$ cat src/rtl/gs232c_ram_arbiter.sv
// gs232c_ram_arbiter: init sweep plus write-priority arbiter with a read starvation guard for one single-port RAM
// Ports: clock/resetn (async active-low); flush_req restarts the sweep, init_busy flags it;
// wr_* / rd_* are held-until-ack requesters with combinational acks; rd_rvalid/rd_rdata return
// read data one cycle after rd_ack; ram_* drive a 1-cycle-read single-port RAM macro.
module gs232c_ram_arbiter #(
  parameter int                IDX_W    = 6,
  parameter int                DATA_W   = 32,
  parameter logic [DATA_W-1:0] INIT_VAL = '0,
  parameter int                MAX_WAIT = 4
) (
  input  logic              clock,
  input  logic              resetn,
  input  logic              flush_req,
  output logic              init_busy,
  input  logic              wr_req,
  input  logic [IDX_W-1:0]  wr_idx,
  input  logic [DATA_W-1:0] wr_data,
  output logic              wr_ack,
  input  logic              rd_req,
  input  logic [IDX_W-1:0]  rd_idx,
  output logic              rd_ack,
  output logic              rd_rvalid,
  output logic [DATA_W-1:0] rd_rdata,
  output logic              ram_en,
  output logic              ram_we,
  output logic [IDX_W-1:0]  ram_addr,
  output logic [DATA_W-1:0] ram_wdata,
  input  logic [DATA_W-1:0] ram_rdata
);
  typedef enum logic {S_INIT, S_RUN} state_t;
  state_t            r_state, w_state_nx;
  logic [IDX_W-1:0]  r_idx, w_idx_nx;
  logic [3:0]        r_wait, w_wait_nx;
  logic              r_rvalid;
  logic              w_go, w_rd_win;
  always_ff @(posedge clock or negedge resetn)
    if (!resetn) begin
      r_state  <= S_INIT;
      r_idx    <= '0;
      r_wait   <= '0;
      r_rvalid <= 1'b0;
    end else begin
      r_state  <= w_state_nx;
      r_idx    <= w_idx_nx;
      r_wait   <= w_wait_nx;
      r_rvalid <= rd_ack;
    end
  // A flush cycle grants nothing; the read wins outright or once it has waited MAX_WAIT cycles.
  always_comb begin
    w_go       = resetn && r_state == S_RUN && !flush_req;
    w_rd_win   = rd_req && (!wr_req || r_wait == 4'(MAX_WAIT));
    rd_ack     = w_go && w_rd_win;
    wr_ack     = w_go && wr_req && !w_rd_win;
    init_busy  = r_state == S_INIT;
    ram_en     = resetn && (init_busy || wr_ack || rd_ack);
    ram_we     = resetn && (init_busy || wr_ack);
    ram_addr   = init_busy ? r_idx : wr_ack ? wr_idx : rd_idx;
    ram_wdata  = init_busy ? INIT_VAL : wr_data;
    w_state_nx = r_state;
    w_idx_nx   = '0;
    w_wait_nx  = '0;
    if (r_state == S_INIT) begin
      if (!flush_req && r_idx != '1) w_idx_nx = r_idx + IDX_W'(1);
      if (!flush_req && r_idx == '1) w_state_nx = S_RUN;
    end else if (flush_req)
      w_state_nx = S_INIT;
    else if (rd_req && !rd_ack)
      w_wait_nx = r_wait == 4'(MAX_WAIT) ? r_wait : r_wait + 4'd1;
  end
  assign rd_rvalid = r_rvalid;
  assign rd_rdata  = ram_rdata;
endmodule

$ cat config.mk
export PLATFORM = sky130hd
export DESIGN_NAME = gs232c_ram_arbiter
export DESIGN_NICKNAME = d
export VERILOG_FILES = /design/src/rtl/gs232c_ram_arbiter.sv
export SDC_FILE = /design/constraint.sdc
export NUM_CORES = 1
export LEC_CHECK = 0
export BUFFER_PORTS_ARGS = -buffer_cell sky130_fd_sc_hd__buf_4
export CAP_MARGIN = 10
export CORE_AREA = 2 2 74 76
export CTS_CLUSTER_DIAMETER = 30
export CTS_CLUSTER_SIZE = 14
export DETAILED_ROUTE_END_ITERATION = 8
export DIE_AREA = 0 0 76 78
export PLACE_DENSITY_LB_ADDON = 0.3
export SYNTH_ARGS = -nofsm -noshare
export SYNTH_HDL_FRONTEND = slang
export SYNTH_SLANG_ARGS = --single-unit
$ cat constraint.sdc
create_clock -name clock -period 3.3 [get_ports clock]
set_input_delay 0.66 -clock clock [delete_from_list [all_inputs] [get_ports clock]]
set_output_delay 0.66 -clock clock [all_outputs]
set_load 0.005 [all_outputs]
* After elaboration in Yosys (flattened, before gate mapping)
Index checks and enable logic that the tools add are counted.
Word-level totals: flip-flop bits (word level) 12, word-level logic and storage cells 41
Cells by class: add/sub/neg operators 2, eq/ne operators 4, mux-type cells 12, bitwise logic cells 1, reductions and logical operators 18
Operators with widths (count):
- 2-to-1 mux 32 bit | 1
- 2-to-1 mux 6 bit | 4
- 2-to-1 mux 4 bit | 4
- logical AND 1 bit | 11
- adder 6 x 1 -> 6 bit, second input constant | 1
- == test 6 bit, second input constant | 1
- inequality test 6 bit, second input constant | 1
- adder 4 x 1 -> 4 bit, second input constant | 1
- == test 4 x 3 -> 1 bit, second input constant | 1
- logical NOT 1 bit | 4
- inequality test 4 bit, second input constant | 1
- logical OR 1 bit | 3
- 2-to-1 mux 1 bit | 3
- NOT 1 bit | 1

* Logic depth before layout (Yosys ltp)
depth in word-level cells 9, gate-level depth with buffers 6

* Worst setup path after synthesis
Ideal clock, no wire load.
path kind input to output, from in flush_req, to out ram_addr[5], data arrival time 1.635 ns, path slack 1.005 ns, stages on the path 6, buffers on the path 3, cell sequence buf_6 and4b_1 buf_6 and2_4 buf_6 a221o_1
On the way: cells in the longest elaborated chain, start to end 6
Ends and longest elaborated chain:
- start: declaration | line 13 | input logic flush_req,
- logical NOT 1 bit | line 50 | w_go = resetn && r_state == S_RUN && !flush_req;
- logical AND 1 bit | line 50
- logical AND 1 bit (2 in series) | line 53 | wr_ack = w_go && wr_req && !w_rd_win;
- named net wr_ack | line 18 | output logic wr_ack,
- 2-to-1 mux 6 bit (2 in series) | line 57 | ram_addr = init_busy ? r_idx : wr_ack ? wr_idx : rd_idx;
- end: declaration | line 26 | output logic [IDX_W-1:0] ram_addr,
The timed path passes the listed nets, and every way through them passes these cells.

* Worst setup path in the final report
from reg r_wait[0], to out rd_ack
On the way: cells in the longest elaborated chain, start to end 4
Ends and longest elaborated chain:
- start: declaration | line 33 | logic [3:0] r_wait, w_wait_nx;
- start signal: assignment | line 45 | r_wait <= w_wait_nx;
- == test 4 x 3 -> 1 bit | line 51 | w_rd_win = rd_req && (!wr_req || r_wait == 4'(MAX_WAIT));
- logical OR 1 bit | line 51
- logical AND 1 bit | line 51
- logical AND 1 bit | line 52 | rd_ack = w_go && w_rd_win;
- end: declaration | line 21 | output logic rd_ack,
No other way between the ends.

==> out/qor.txt <==
post-synthesis simple-gate area fraction = 31.5%
main combinational cell family by area after synthesis = simple AND/OR/NAND/NOR gates
hold_ws = 0.261 ns
Site Rows = 26
Final Util = 35.3%
Final TNS setup = 0 ns
mux cell area share after synthesis = 1.60%
max-cap viol count = 0
first-pass GRT wire length = 5310 um
layout cells sized above 1 = 47.8%
CTS H-Tree Depth = 1
# hold bufs at CTS = 0
CP arrival = 1.99 ns
CTS max path bufs = 2
Fillers = 518
vias after detailed routing = 1195
Worst setup SP type = flip-flop
Fin. Hold Viols = 0
Worst EP required = 2.64 ns
nets@finish = 295
initial antenna violation count = 0
Syn Area/Cell = 8.19 sq um
Yosys reg bits = 12
Area growth, synth to finish = 42.0%
Diodes inserted = 0
Ports = 157
Period minus WS final = 2.65 ns
Seq/Total Area, Yosys = 24.0%
Hold WC Path Type = input pin to asynchronous set/reset pin
worst path cell trace = inv_1, ha_1, nand3b_1, a21oi_1, nor3b_1, buf_4
# port buffers = 92
clk slew on worst S/H paths = 0.05 ns
Post-synth EDFFs = 0
CP Buf/Inv Count = 2
Crit Path Category = flip-flop to primary output
DP Wirelength = 2810 um
die area = 5930 sq um
leakage = 0.000910 uW
Worst VDD drop = 0.0000795 V
GR Util All Layers = 11.1%
RSZ-0062 raised after global routing = no
DR pass1 iterations = 4
Via density = 4.28
gr ovfl total = 0
wire length per cell = 12.3 um
Final Instance Area = 1780 sq um
Distinct cells, synth = 29
Initial Util = 24.9%
Initial DRC Count = 43
xor-xnor portion of the synthesized cell area = 2.79%
async set-or-reset flop fraction in the synthesized netlist = 100%
post-place setup slack = 0.851 ns
total wire length = 3430 um
placed instance area = 1740 sq um
Post-Synth Adder-Cell Area = 2.99%
outcome = completed
TritonCTS sink count = 12
CTS Buf Count = 3
die extent in y = 78 um
max incr delay on CP = 0.41 ns
Setup Buffers After CTS = 0
Slew HR = 77.5%
critical path peak fanout = 5
Core Area = 5040 sq um
max frequency = 377 MHz
Post-synth top flop = dfrtp_1
Compound-Gate Fraction of Synth Area = 11.7%
PD cells = 200 nW/um^2
clock skew = 0.00276 ns
residual DRC count = 0
CTS root buffer = clkbuf_8
Ys Warns = 0
Final ANT Viol Nets = 0
number of global-route vias before repair = 1088
Max Transition Viols Final = 0
Worst-Skew Late Latency = 0.24 ns
Slowest cell on crit path = dfrtp_1
Post-Syn Area = 1250 sq um
die width = 76 um
largest net degree at the start of global routing = 46
Final setup viols = 0
cell count after synthesis = 153
family with the most delay on the worst path = simple AND/OR/NAND/NOR gates
Tcrit/Tclk final = 80.4%
Final Wtd Congestion = 0.732
Setup crit end kind = primary output
worst slew pin tran = 0.338 ns
syn_nets = 237
CTS tree = done
worst setup margin = 0.647 ns
post-cts resize count = 0
[cell families after synthesis]
logic type | Yosys count
and+or+nand+nor | 66
buffers and inverters | 45
AOI/OAI and AO/OA | 21
DFF | 12
xor gates and xnor gates | 4
adders and majority gates | 3
muxes | 2
[metal layers]
metal | part of all wire [%] | up-vias | track usage (%) | routed length [um]
li1 | - | 591 | - | -
met1 | 40 | 528 | 12.5 | 1360
met2 | 47 | 66 | 19.1 | 1620
met3 | 12 | 10 | 4.19 | 395
met4 | 1.7 | 0 | 4.00 | 59
met5 | 0 | - | 0 | 0
[per-stage QoR]
stage | total power (uW) | cells
global placement | 228 | 276
global route | 372 | 279
detailed placement | 228 | 276
CTS | 361 | 279
finish | 356 | 279
floorplan | 204 | 153
[registers in the layout, indices dropped and copies added (netlist names)]
name	count
r_wait	4
r_state	1
rd_rvalid	1
r_idx	6
[report_power, final]
group	switching, uW	leakage (uW)	internal (uW)
clock	50.3	0.0000216	80.1
sequential	5.75	0.000165	151
combinational	20.5	0.000723	48.6
total	76.5	0.000910	279
[area by class of cell]
type / instances / area, sq um / share of cell area, %
multi-input combinational: 96 / 634 / 35.6
tap: 70 / 87.6 / 4.92
timing repair buffer: 93 / 698 / 39.2
sequential: 12 / 300 / 16.9
inverter: 5 / 18.8 / 1.05
clock buffer: 3 / 41.3 / 2.32
[cells in the mapped netlist, types with 2 or more instances]
cell | number | area, sq um
a21oi_1 | 10 | 50.1
clkbuf_1 | 4 | 15.0
nand3b_1 | 2 | 15.0
nor2_1 | 6 | 22.5
mux2i_1 | 2 | 20.0
xnor2_1 | 2 | 17.5
buf_4 | 32 | 240
buf_6 | 4 | 45.0
ha_1 | 3 | 37.5
o21ai_0 | 2 | 10.0
nor3_1 | 5 | 25.0
nand3_1 | 5 | 25.0
nand2_1 | 8 | 30.0
a221o_1 | 6 | 60.1
dfrtp_1 | 12 | 300
xor2_1 | 2 | 17.5
inv_1 | 4 | 15.0
and2_1 | 33 | 206
[path summary, 6_finish.rpt]
check                                      start             endpoint  slack (ns)  depth (start not counted)
setup / recovery           r_wait[0]$_DFFE_PN0P_               rd_ack        0.65                          6
hold / removal                            resetn   r_idx[1]$_DFF_PN0_        0.26                          1
setup reg to reg           r_wait[0]$_DFFE_PN0P_  rd_rvalid$_DFF_PN0_        1.60                          5
hold reg to reg               r_idx[0]$_DFF_PN0_   r_idx[0]$_DFF_PN0_        0.58                          1
max in group asynchronous                 resetn  rd_rvalid$_DFF_PN0_        2.87                          1
min in group clock            r_idx[0]$_DFF_PN0_   r_idx[0]$_DFF_PN0_        0.58                          1
[placed cells by master (no fill, tap or decap), drive strengths merged, types with 2 or more instances in the layout]
cell | Yosys | final
a21oi | 10 | 10
a221o | 6 | 6
and2 | 34 | 34
buf | 36 | 93
clkbuf | 4 | 3
dfrtp | 12 | 12
ha | 3 | 3
inv | 5 | 5
mux2i | 2 | 2
nand2 | 8 | 8
nand3 | 5 | 5
nand3b | 2 | 2
nand4b | 2 | 2
nor2 | 6 | 6
nor3 | 5 | 5
o21ai | 2 | 2
xnor2 | 2 | 2
xor2 | 2 | 2
[worst reg2reg max path, cell delays in order (launching register included)]
cell and delay [ns]:
dfrtp_1 0.41, inv_1 0.07, ha_1 0.24, nand3b_1 0.18, a21oi_1 0.35, nor3b_1 0.33
No activity file was read; power rests on OpenSTA's default activity.
